**src/rtl/axis_arb_pkg.sv**
```systemverilog
// Shared types and helpers for the AXI-Stream round-robin arbiter family.
package axis_arb_pkg;

  typedef enum logic {ARB_IDLE, ARB_BUSY} arb_state_t;

  // Index width for n sources; never below 1 bit so ports stay legal.
  function automatic int idx_w(input int n);
    return (n > 1) ? $clog2(n) : 1;
  endfunction

  // First set bit of req scanning from last+1 upward, wrapping at n.
  // Sized for the widest legal configuration (16 sources); callers
  // zero-extend. Returns last unchanged when nothing is requesting.
  function automatic logic [3:0] rr_pick(input logic [15:0] req,
                                         input logic [3:0]  last,
                                         input int          n);
    logic [3:0] res;
    logic       found;
    int         idx;
    res   = last;
    found = 1'b0;
    for (int off = 1; off <= 16; off++) begin
      if (off <= n && !found) begin
        idx = (int'(last) + off) % n;
        if (req[4'(idx)]) begin
          res   = 4'(idx);
          found = 1'b1;
        end
      end
    end
    return res;
  endfunction

endpackage

```
**src/rtl/axis_rr_arbiter_picker.sv**
```systemverilog
// Combinational round-robin selector; reusable by other schedulers.
module rr_priority_picker
  import axis_arb_pkg::*;
#(
  parameter int NUM_SRC = 4
) (
  input  logic [NUM_SRC-1:0]          req,
  input  logic [idx_w(NUM_SRC)-1:0]   last_grant,
  output logic [idx_w(NUM_SRC)-1:0]   pick,
  output logic                        any_req
);
  localparam int IW = idx_w(NUM_SRC);

  assign any_req = |req;
  assign pick    = IW'(rr_pick(16'(req), 4'(last_grant), NUM_SRC));

endmodule

```
**src/rtl/axis_rr_arbiter.sv**
```systemverilog
// Packet-level round-robin arbiter: NUM_SRC AXI-Stream sources share one
// master port. A grant is held until the owner's tlast beat is accepted.
module axis_rr_arbiter
  import axis_arb_pkg::*;
#(
  parameter int DATA_WIDTH = 32,
  parameter int NUM_SRC    = 4,
  parameter int CNT_WIDTH  = 16
) (
  input  logic                             axis_aclk,
  input  logic                             axis_areset,
  input  logic [NUM_SRC*DATA_WIDTH-1:0]    s_axis_tdata,
  input  logic [NUM_SRC*DATA_WIDTH/8-1:0]  s_axis_tstrb,
  input  logic [NUM_SRC-1:0]               s_axis_tvalid,
  input  logic [NUM_SRC-1:0]               s_axis_tlast,
  output logic [NUM_SRC-1:0]               s_axis_tready,
  input  logic                             m01_axis_tready,
  output logic [DATA_WIDTH-1:0]            m01_axis_tdata,
  output logic [DATA_WIDTH/8-1:0]          m01_axis_tstrb,
  output logic                             m01_axis_tvalid,
  output logic                             m01_axis_tlast,
  output logic [$clog2(NUM_SRC)-1:0]       grant_id,
  output logic                             busy,
  output logic [NUM_SRC*CNT_WIDTH-1:0]     pkt_count
);
  localparam int SW = DATA_WIDTH / 8;
  localparam int IW = idx_w(NUM_SRC);

  arb_state_t    state;
  logic [IW-1:0] last_grant;
  logic [IW-1:0] pick;
  logic          any_req;
  logic          pkt_end;

  rr_priority_picker #(.NUM_SRC(NUM_SRC)) u_pick (
    .req        (s_axis_tvalid),
    .last_grant (last_grant),
    .pick       (pick),
    .any_req    (any_req)
  );

  // Owner's tlast beat is accepted this cycle.
  assign pkt_end = (state == ARB_BUSY) && s_axis_tvalid[grant_id] &&
                   s_axis_tlast[grant_id] && m01_axis_tready;

  // Grant FSM: arbitrate in IDLE on live tvalid, release on packet end.
  // The IDLE cycle between packets is the arbitration slot.
  always_ff @(posedge axis_aclk) begin
    if (axis_areset) begin
      state      <= ARB_IDLE;
      busy       <= 1'b0;
      grant_id   <= '0;
      last_grant <= IW'(NUM_SRC - 1);
    end else begin
      case (state)
        ARB_IDLE: begin
          if (any_req) begin
            grant_id <= pick;
            busy     <= 1'b1;
            state    <= ARB_BUSY;
          end
        end
        ARB_BUSY: begin
          if (pkt_end) begin
            last_grant <= grant_id;
            busy       <= 1'b0;
            state      <= ARB_IDLE;
          end
        end
        default: state <= ARB_IDLE;
      endcase
    end
  end

  // Output mux from the registered grant; everything quiet outside BUSY.
  always_comb begin
    m01_axis_tdata  = '0;
    m01_axis_tstrb  = '0;
    m01_axis_tvalid = 1'b0;
    m01_axis_tlast  = 1'b0;
    s_axis_tready   = '0;
    if (state == ARB_BUSY) begin
      m01_axis_tdata          = s_axis_tdata[grant_id*DATA_WIDTH +: DATA_WIDTH];
      m01_axis_tstrb          = s_axis_tstrb[grant_id*SW +: SW];
      m01_axis_tvalid         = s_axis_tvalid[grant_id];
      m01_axis_tlast          = s_axis_tlast[grant_id];
      s_axis_tready[grant_id] = m01_axis_tready;
    end
  end

  // Per-source saturating packet counters.
  for (genvar i = 0; i < NUM_SRC; i++) begin : g_cnt
    logic [CNT_WIDTH-1:0] cnt;

    // Count accepted tlast beats of source i, holding at all-ones.
    always_ff @(posedge axis_aclk) begin
      if (axis_areset)
        cnt <= '0;
      else if (pkt_end && grant_id == IW'(i) && cnt != '1)
        cnt <= cnt + 1'b1;
    end

    assign pkt_count[i*CNT_WIDTH +: CNT_WIDTH] = cnt;
  end

endmodule
```
**config.mk**
```make
export PLATFORM = sky130hd
export DESIGN_NAME = axis_rr_arbiter
export DESIGN_NICKNAME = d
export VERILOG_FILES = /design/src/rtl/axis_arb_pkg.sv /design/src/rtl/axis_rr_arbiter_picker.sv /design/src/rtl/axis_rr_arbiter.sv
export SDC_FILE = /design/constraint.sdc
export NUM_CORES = 1
export LEC_CHECK = 0
export CORE_ASPECT_RATIO = 1.2
export CORE_MARGIN = 8
export CORE_UTILIZATION = 35
export DETAILED_ROUTE_END_ITERATION = 10
export HOLD_SLACK_MARGIN = 0.05
export PLACE_DENSITY = 0.79
export SYNTH_ARGS = -nofsm -noshare
export SYNTH_HDL_FRONTEND = slang
export SYNTH_SLANG_ARGS = --single-unit
```
**constraint.sdc**
```tcl
create_clock -name axis_aclk -period 1.72 [get_ports axis_aclk]
set_input_delay 0.172 -clock axis_aclk [delete_from_list [all_inputs] [get_ports axis_aclk]]
set_output_delay 0.172 -clock axis_aclk [all_outputs]
set_load 0.005 [all_outputs]
```
# Word level (Yosys, flattened, before mapping)
# Index checks and enable logic that the tools add are counted.
# totals
register_bits	70
inputBits	155
output_inout_bits	109
elab_cells	101
# classes
addsub	8
order_cmp	6
n_eq_ne	9
shift	2
mux	41
bitwise_logic	6
n_reduce_logical	21
# ops
cell	count
variable part select 128 x 8 -> 32 bit	1
adder 16 x 1 -> 16 bit (second input constant)	4
inequality test 16 bit (second input constant)	4
two-way mux 32 bit	1
< comparator 3 x 6 -> 1 bit (second input constant)	4
two-way mux 1 bit	22
variable part select 16 x 5 -> 4 bit	1
two-way mux 2 bit	7
binary-select mux 1 bit (select 3 bit)	4
logical AND 1 bit	12
two-way mux 4 bit	2
OR reduction 2 bit	4
AND reduction 2 bit	3
adder 2 x 1 -> 2 bit (second input constant)	2
adder 2 bit (second input constant)	2
bitwise AND 1 bit (first input constant)	4
bitwise AND 4 bit	1
binary-select mux 1 bit (select 2 bit)	2
equality test 2 bit (second input constant)	2
case mux 1 bit (2 select lines)	2
OR reduction 4 bit	1
< comparator 2 x 3 -> 1 bit (second input constant)	1
demux 1 bit (select 2 bit)	1
equality test 2 x 1 -> 1 bit (second input constant)	1
other kinds (5)	5

# Depth between registers and ports, before layout
# Gate-level depths: netlist of run 1.
# depth
word_depth	13
depth_mapped	7
ltp_nobuf	6

# Modules after synthesis
# From an unflattened synthesis of run 1, not the netlist that was laid out.
# hier_totals
cells_unflattened	491
hier_area_um2	4639.4
# modules_own_cells
module	n_inst	cells_per_inst	area_per_inst_um2	seq_area_each_um2
axis_rr_arbiter	1	477	4566.9	1401.3
rr_priority_picker	1	14	72.6	0.0

# Worst setup path after synthesis of run 1
# OpenSTA, ideal clock, no wires.
# synth_timing
path_type	reg-to-reg
start	register grant_id[1]
end	register g_cnt[0].cnt[15]
setup_time_ns	0.116
arrival_time_ns	1.708
t_required_ns	1.604
slack_ns	-0.104
path_stages_with_launch	8
n_path_buf	2
synth_period_minus_slack_ns	1.824
path_cell_list	dfxtp_1 > buf_6 > nand3b_4 > or3_1 > buf_2 > nor4b_4 > a311oi_1 > a41o_1
# synth_via
elab_chain_cells	7
word_cells_on_any_way	10
classes_between	mux (4); reduce/logical (6)
# synth_lines
element	line_no	rtl
start: declaration	axis_rr_arbiter.sv:22	output logic [$clog2(NUM_SRC)-1:0] grant_id,
start signal: assignment	axis_rr_arbiter.sv:58	grant_id <= pick;
binary-select mux 1 bit (select 2 bit)	axis_rr_arbiter.sv:43	assign pkt_end = (state == ARB_BUSY) && s_axis_tvalid[grant_id] &&
two-way mux 1 bit (implied by the code)	axis_rr_arbiter.sv:43	
logical AND 1 bit (2 in series)	axis_rr_arbiter.sv:43	
logical AND 1 bit	axis_rr_arbiter.sv:44	s_axis_tlast[grant_id] && m01_axis_tready;
logical AND 1 bit (*) (2 in series)	axis_rr_arbiter.sv:99	else if (pkt_end && grant_id == IW'(i) && cnt != '1)
end signal: assignment	axis_rr_arbiter.sv:100	cnt <= cnt + 1'b1;
end: declaration	axis_rr_arbiter.sv:93	logic [CNT_WIDTH-1:0] cnt;
# Every way passes the cells marked *; elsewhere a longest branch is shown, timed or not. The select of a mux whose other input is x is not followed.
# A chain may end at the register's enable or synchronous reset.

# Final worst setup path of run 1
# layout_timing
start	register grant_id[0]
end	register g_cnt[0].cnt[11]
# The elaborated chain is that of the path after synthesis.

==> results.yml, run 1 <==
power:
  switching_share_pct: 24.3
  p_sw_uw: 1170
  clkPwrFrac_pct: 34.2
  leakage_uw: 0.00367
  ir_drop_uv: 521
  p_seq_share_pct: 34.5
  p_int_uw: 3630
  report.power.total_uw: 4800
  powerDensity_nw_per_um2: 506
  pwr-share-comb_pct: 31.2
layout:
  final_cell_mix: "clkdlybuf4s50_1 (219), buf_4 (93), nor2_1 (69), dfxtp_1 (67), buf_6 (59)"
  nets: 1049
  drive_gt1_share_pct: 37.1
  layout_commonest_cell: "clkdlybuf4s50_1"
  syn2layout_area_growth_pct: 103
  fillCellCount: 902
  fin_cells: 1061
  design_area_um2: 9480
  utilization_pct: 72.2
critical_path:
  cp_max_fo: 6
  cp_data_required_time_ns: 1.94
  critPathLaunchType: "flop"
  crit_type: "reg2reg"
  crit_arrival_ns: 2.30
  critical_path.endpoint_type: "flop"
synth:
  ys_warn_count: 0
  synth_top_family_by_area: "simple AND/OR/NAND/NOR gates"
  muxShareOfSynthArea_pct: 19.9
  synth_cells: 502
  synth_seq_area_share_pct: 30.0
  synthSimpleGateAreaFrac_pct: 31.3
  synth.distinct_cells: 50
  syn-cell-area_um2: 4660
  synthAdderAreaFrac_pct: 1.07
  syn-num-nets: 661
  synth_compound_area_share_pct: 6.22
  yosys_register_bits: 70
  synth_xor_area_share_pct: 8.45
  syn_area_per_cell_um2: 9.29
route:
  dr.pass1.iters: 7
  drc: 0
  wl_per_cell_um: 21.3
  dr.first_iter.drc_count: 387
  vias_per_cell: 5.42
  ant_nets: 0
  vias: 5755
  wl_um: 22600
global_route:
  antenna_found_initial: 7
  track_usage_pct: 24.8
  grt_pass1_vias: 6072
  grt_max_degree: 36
  gr-total-overflow: 0
  grt_pass1_wl_um: 33800
timing:
  hold_viol: 0
  setup_violations: 101
  relSlewSlack_pct: 55.4
  max_freq_mhz: 480
  worst_pin_slew_ns: 0.666
  fin_ws_ns: -0.365
  period_share_pct: 121
  rsz0062_at_grt: "true"
  fin_crit_ns: 2.08
  skew_ns: 0.00625
  maxSlewViolCount: 0
status:
  status: "finished with violations"
  violations: "negative setup slack"
clock_tree:
  ctsHtreeMaxLevel: 3
  cts.clk_slew.worst_paths_ns: 0.06
  cts-buffers-inserted: 9
  clk-insertion-delay-late_ns: 0.33
  clk_path_buf_depth: 2
  cts_tree: "yes"
  cts-root-buf: "clkbuf_16"
  cts.sinks: 70
die:
  fp.dieArea_um2: 17300
  start_util_pct: 35.5
  die_h_um: 142
  rows: 46
  die_x_um: 121
  io_pins: 264
  core_um2: 13100
place:
  dp.cells: 996
  place_area_um2: 8110
  place_hpwl_um: 16400
  gp_congestion: 0.901
  numPortBuffers: 263
  post-place-ws_ns: -0.409
flow_run:
  cap_violations: 0
worst_hold_path:
  hold_path.class: "in2reg"
-- worst max-delay path, cell delays in order, from the launching register on --
cell,delay [ns]
dfxtp_4,0.36
buf_6,0.12
buf_6,0.11
buf_6,0.12
nand3b_1,0.21
or3_4,0.42
buf_6,0.15
and4bb_2,0.31
xnor2_2,0.11
nor2_1,0.05
-- power groups by stage --
stage,clock network [µW],registers (µW),logic (µW)
floorplan,0,1680,470
global placement,0,1690,1140
detailed placement,0,1690,1160
CTS,1650,1660,1430
global route,1740,1660,1590
finish,1640,1660,1500
-- cells in the mapped netlist (all sizes together) --
cell type   n  area, µm²
and4bb      1       12.5
or2         2       12.5
nand4b      2       17.5
o21a        1       7.51
xnor2      26        228
o211ai      4       30.0
or3b        1       8.76
or4         3       22.5
and2       39        244
dfxtp      70       1400
clkbuf     18       67.6
nand2b      2       12.5
a31oi       1       6.26
buf        11       58.8
a311oi      4       35.0
o311ai      1       8.76
nor2b       7       43.8
nor2       73        277
and4        7       61.3
xor2       19        166
a21oi      15       75.1
nor4        6       65.1
mux2i       4       40.0
nor3b       7       52.6
nor3       18       95.1
nand3b      3       35.0
nand3      24        125
mux4       38        856
nand2      26       97.6
mux2        3       33.8
a41o        3       30.0
o21ai      14       70.1
ha          4       50.1
or3         8       50.1
nand4      20        125
and3        8       50.1
nor4b       3       53.8
o2111ai     2       17.5
inv         3       11.3
o211a       1       10.0
-- per-layer routing --
metal  GRT usage [%]  share of wire (%)
met1            25.7                 36
met2            46.0                 52
met3            9.01                9.0
met4            5.86                2.5
met5               0               0.31
-- state kept, by name (all words and copies together), names as in the netlist --
signal and flops:
busy 1, g_cnt.cnt 64, grant_id 2, last_grant 2, state 1
-- layout make-up --
type,count,area [µm²],area share (%)
repair buffers,406,3900,41.2
multi-input cells,400,3680,38.9
flip-flops and latches,70,1410,14.9
clock buffers,10,239,2.52
well taps,168,210,2.22
clock inverters,2,12.5,0.132
inverters,3,11.3,0.119
diodes,2,5.00,0.0528
-- worst paths after layout --
path / slack, ns / cells past startpoint / startpoint / endpoint
min reg2reg: 0.51 / 2 / busy$_SDFFE_PP0P_ / busy$_SDFFE_PP0P_
max reg2reg: -0.36 / 9 / grant_id[0]$_SDFFE_PP0P_ / g_cnt[0].cnt[11]$_SDFFE_PP0P_
max: -0.36 / 9 / grant_id[0]$_SDFFE_PP0P_ / g_cnt[0].cnt[11]$_SDFFE_PP0P_
min: 0.27 / 2 / axis_areset / g_cnt[0].cnt[3]$_SDFFE_PP0P_
-- what timing repair did --
action	4_1_cts	5_1_grt
endpoints found under the setup margin	92	110
pin swaps	42	42
gates cloned	4	0
resized for setup	283	76
setup buffers	43	14
hold buffers	0	0
-- per-stage QoR --
stage / setup TNS, ns / hold slack [ns]
after floorplan: -0.0870 / 0.343
after global placement: -21.68 / 0.491
after detailed placement: -25.07 / 0.497
after CTS: -23.82 / 0.264
after global routing: -28.49 / 0.287
final: -20.11 / 0.267
-- cells by family (layout without fill, tap and decap cells) --
| group | count (synthesis) | in the layout |
|---|---|---|
| multiplexers | 45 | 45 |
| buffers and inverters | 32 | 421 |
| XOR/XNOR | 45 | 45 |
| other | 0 | 2 |
| flip-flops | 70 | 70 |
| adder cells (fa/ha/maj) | 4 | 4 |
| AO/OA/AOI/OAI | 46 | 46 |
| AND/OR/NAND/NOR | 260 | 260 |
Power figures use the tool's default switching activity.
==> run 2: changes to the inputs <==
--- a/config.mk
+++ b/config.mk
@@ -9,6 +9,7 @@
 export CORE_MARGIN = 8
 export CORE_UTILIZATION = 35
 export DETAILED_ROUTE_END_ITERATION = 10
+export GPL_TIMING_DRIVEN = 0
 export HOLD_SLACK_MARGIN = 0.05
 export PLACE_DENSITY = 0.79
 export SYNTH_ARGS = -nofsm -noshare
==> run 2 against run 1 <==
Against the previous run: the run still ends with negative setup slack left; sequential power barely moved; die area is the same; clock skew decreased by 0.0015 ns; cell area shrank 2.7%; register-to-register slack better by 0.05 ns; via count decreased by 2.3%; maximum frequency rose by 1.1%; first-iteration DRC count decreased by 32%; clock power grew 16%; non-clock buffer count is 48 lower; worst hold slack gained 0.24 ns; critical path type is now reg2out.
==> results.yml, run 2 (synthesis gave the netlist of run 1 again) <==
die:
  die_h_um: 142
  rows: 46
  start_util_pct: 35.5
  die_x_um: 121
  core_um2: 13100
  io_pins: 264
  fp.dieArea_um2: 17300
worst_hold_path:
  hold_path.class: "reg2reg"
global_route:
  grt_pass1_vias: 5570
  grt_pass1_wl_um: 32400
  grt_max_degree: 12
  track_usage_pct: 24.1
  gr-total-overflow: 0
  antenna_found_initial: 12
clock_tree:
  cts-root-buf: "clkbuf_16"
  clk_path_buf_depth: 2
  cts.clk_slew.worst_paths_ns: 0.06
  clk-insertion-delay-late_ns: 0.33
  ctsHtreeMaxLevel: 3
  cts.sinks: 70
  cts_tree: "yes"
  cts-buffers-inserted: 9
power:
  powerDensity_nw_per_um2: 545
  ir_drop_uv: 576
  leakage_uw: 0.00341
timing:
  hold_viol: 0
  rsz0062_at_grt: "true"
  fin_ws_ns: -0.343
  holdWs_ns: 0.506
  skew_ns: 0.00475
  setup_violations: 84
  worst_pin_slew_ns: 0.557
  relSlewSlack_pct: 62.7
  fin_crit_ns: 2.06
  max_freq_mhz: 485
  period_share_pct: 120
  maxSlewViolCount: 0
critical_path:
  cp_data_required_time_ns: 1.55
  critPathLaunchType: "flop"
  cp_max_fo: 7
  critical_path.endpoint_type: "output pin"
  crit_arrival_ns: 1.89
  crit_type: "reg2out"
layout:
  layout_commonest_cell: "clkdlybuf4s50_1"
  largest_register: "g_cnt.cnt"
  syn2layout_area_growth_pct: 97.6
  design_area_um2: 9220
  drive_gt1_share_pct: 36.8
  nets: 1001
  largest_reg_flops: 64
  final_cell_mix: "clkdlybuf4s50_1 (220), nor2_1 (69), buf_6 (53), dfxtp_1 (39)"
  top_regs: "g_cnt.cnt: 64 flops, grant_id: 2 flops, last_grant: 2 flops"
  fin_cells: 1018
  utilization_pct: 70.2
route:
  wl_um: 23000
  dr.pass1.iters: 6
  drc: 0
  vias: 5625
  wl_per_cell_um: 22.6
  vias_per_cell: 5.53
  ant_nets: 0
  dr.first_iter.drc_count: 265
place:
  dp.cells: 933
  gp_congestion: 0.897
  place_hpwl_um: 16400
  numPortBuffers: 263
  place_area_um2: 7520
flow_run:
  cap_violations: 0
status:
  violations: "negative setup slack"
  status: "finished with violations"
[run 2: cell count changes in the layout (fill, tap and decap cells not counted), moves of 6 or more]
| cell | delta |
|---|---|
| dfxtp_4 | +12 |
| and2_4 | +9 |
| and2_1 | -9 |
| dfxtp_1 | -28 |
| buf_4 | -55 |
| dfxtp_2 | +16 |
| clkbuf_2 | +8 |
| clkbuf_1 | +8 |
| buf_2 | -12 |
| buf_6 | -6 |
[run 2: timing repair]
| item | CTS | global route |
|---|---|---|
| cloned | 5 | 1 |
| pin swaps | 29 | 43 |
| hold endpoints to repair | 0 | 0 |
| buffers inserted | 45 | 22 |
| endpoints found under the setup margin | 102 | 110 |
| hold buffers | 0 | 0 |
| gates resized for setup | 280 | 154 |
[run 2: layout make-up]
| cell class | count | area [µm²] |
|---|---|---|
| antenna | 3 | 7.51 |
| buffer | 27 | 267 |
| clock buffer | 12 | 256 |
| clock inverter | 4 | 45.0 |
| fill | 913 | 3910 |
| inverter | 3 | 11.3 |
| multi-input combinational | 400 | 3680 |
| sequential | 70 | 1480 |
| tap | 168 | 210 |
| timing repair buffer | 331 | 3260 |
[run 2: path summary, 6_finish.rpt]
kind / start / cells past startpoint / to / slack, ns
max: grant_id[0]$_SDFFE_PP0P_ / 6 / m01_axis_tdata[24] / -0.34
min: busy$_SDFFE_PP0P_ / 2 / busy$_SDFFE_PP0P_ / 0.51
max reg2reg: grant_id[0]$_SDFFE_PP0P_ / 8 / g_cnt[0].cnt[13]$_SDFFE_PP0P_ / -0.31
min reg2reg: busy$_SDFFE_PP0P_ / 2 / busy$_SDFFE_PP0P_ / 0.51
[run 2: through the flow]
stage | total power, µW | setup slack [ns] | TNS, ns
2_1_floorplan | 2150 | -0.0870 | -0.0870
3_3_place_gp | 2800 | -0.585 | -39.98
3_5_place_dp | 2820 | -0.601 | -43.13
4_1_cts | 4960 | -0.389 | -16.16
5_1_grt | 5190 | -0.386 | -20.64
6_report | 5020 | -0.343 | -15.46
[run 2: where the power goes]
part           switching [µW]  internal [µW]  leakage, µW
Combinational             496            994      0.00267
Clock                     707           1190     0.000152
Sequential               14.1           1620     0.000585
Total                    1220           3800      0.00341
[run 2: metal layers]
metal	part of all wire, %	track usage (%)	wire, µm	vias up
met3	11	10.6	2460	59
li1	-	-	-	2543
met5	0.50	0	115	-
met1	34	24.3	7890	2711
met2	52	43.9	11900	294
met4	2.5	6.70	582	18
[run 2: critical path: stages, from the launching register on]
cell and delay, ns:
dfxtp_4 0.37, buf_12 0.15, buf_12 0.12, buf_12 0.11
mux4_2 0.51, and2_4 0.18, buf_6 0.11
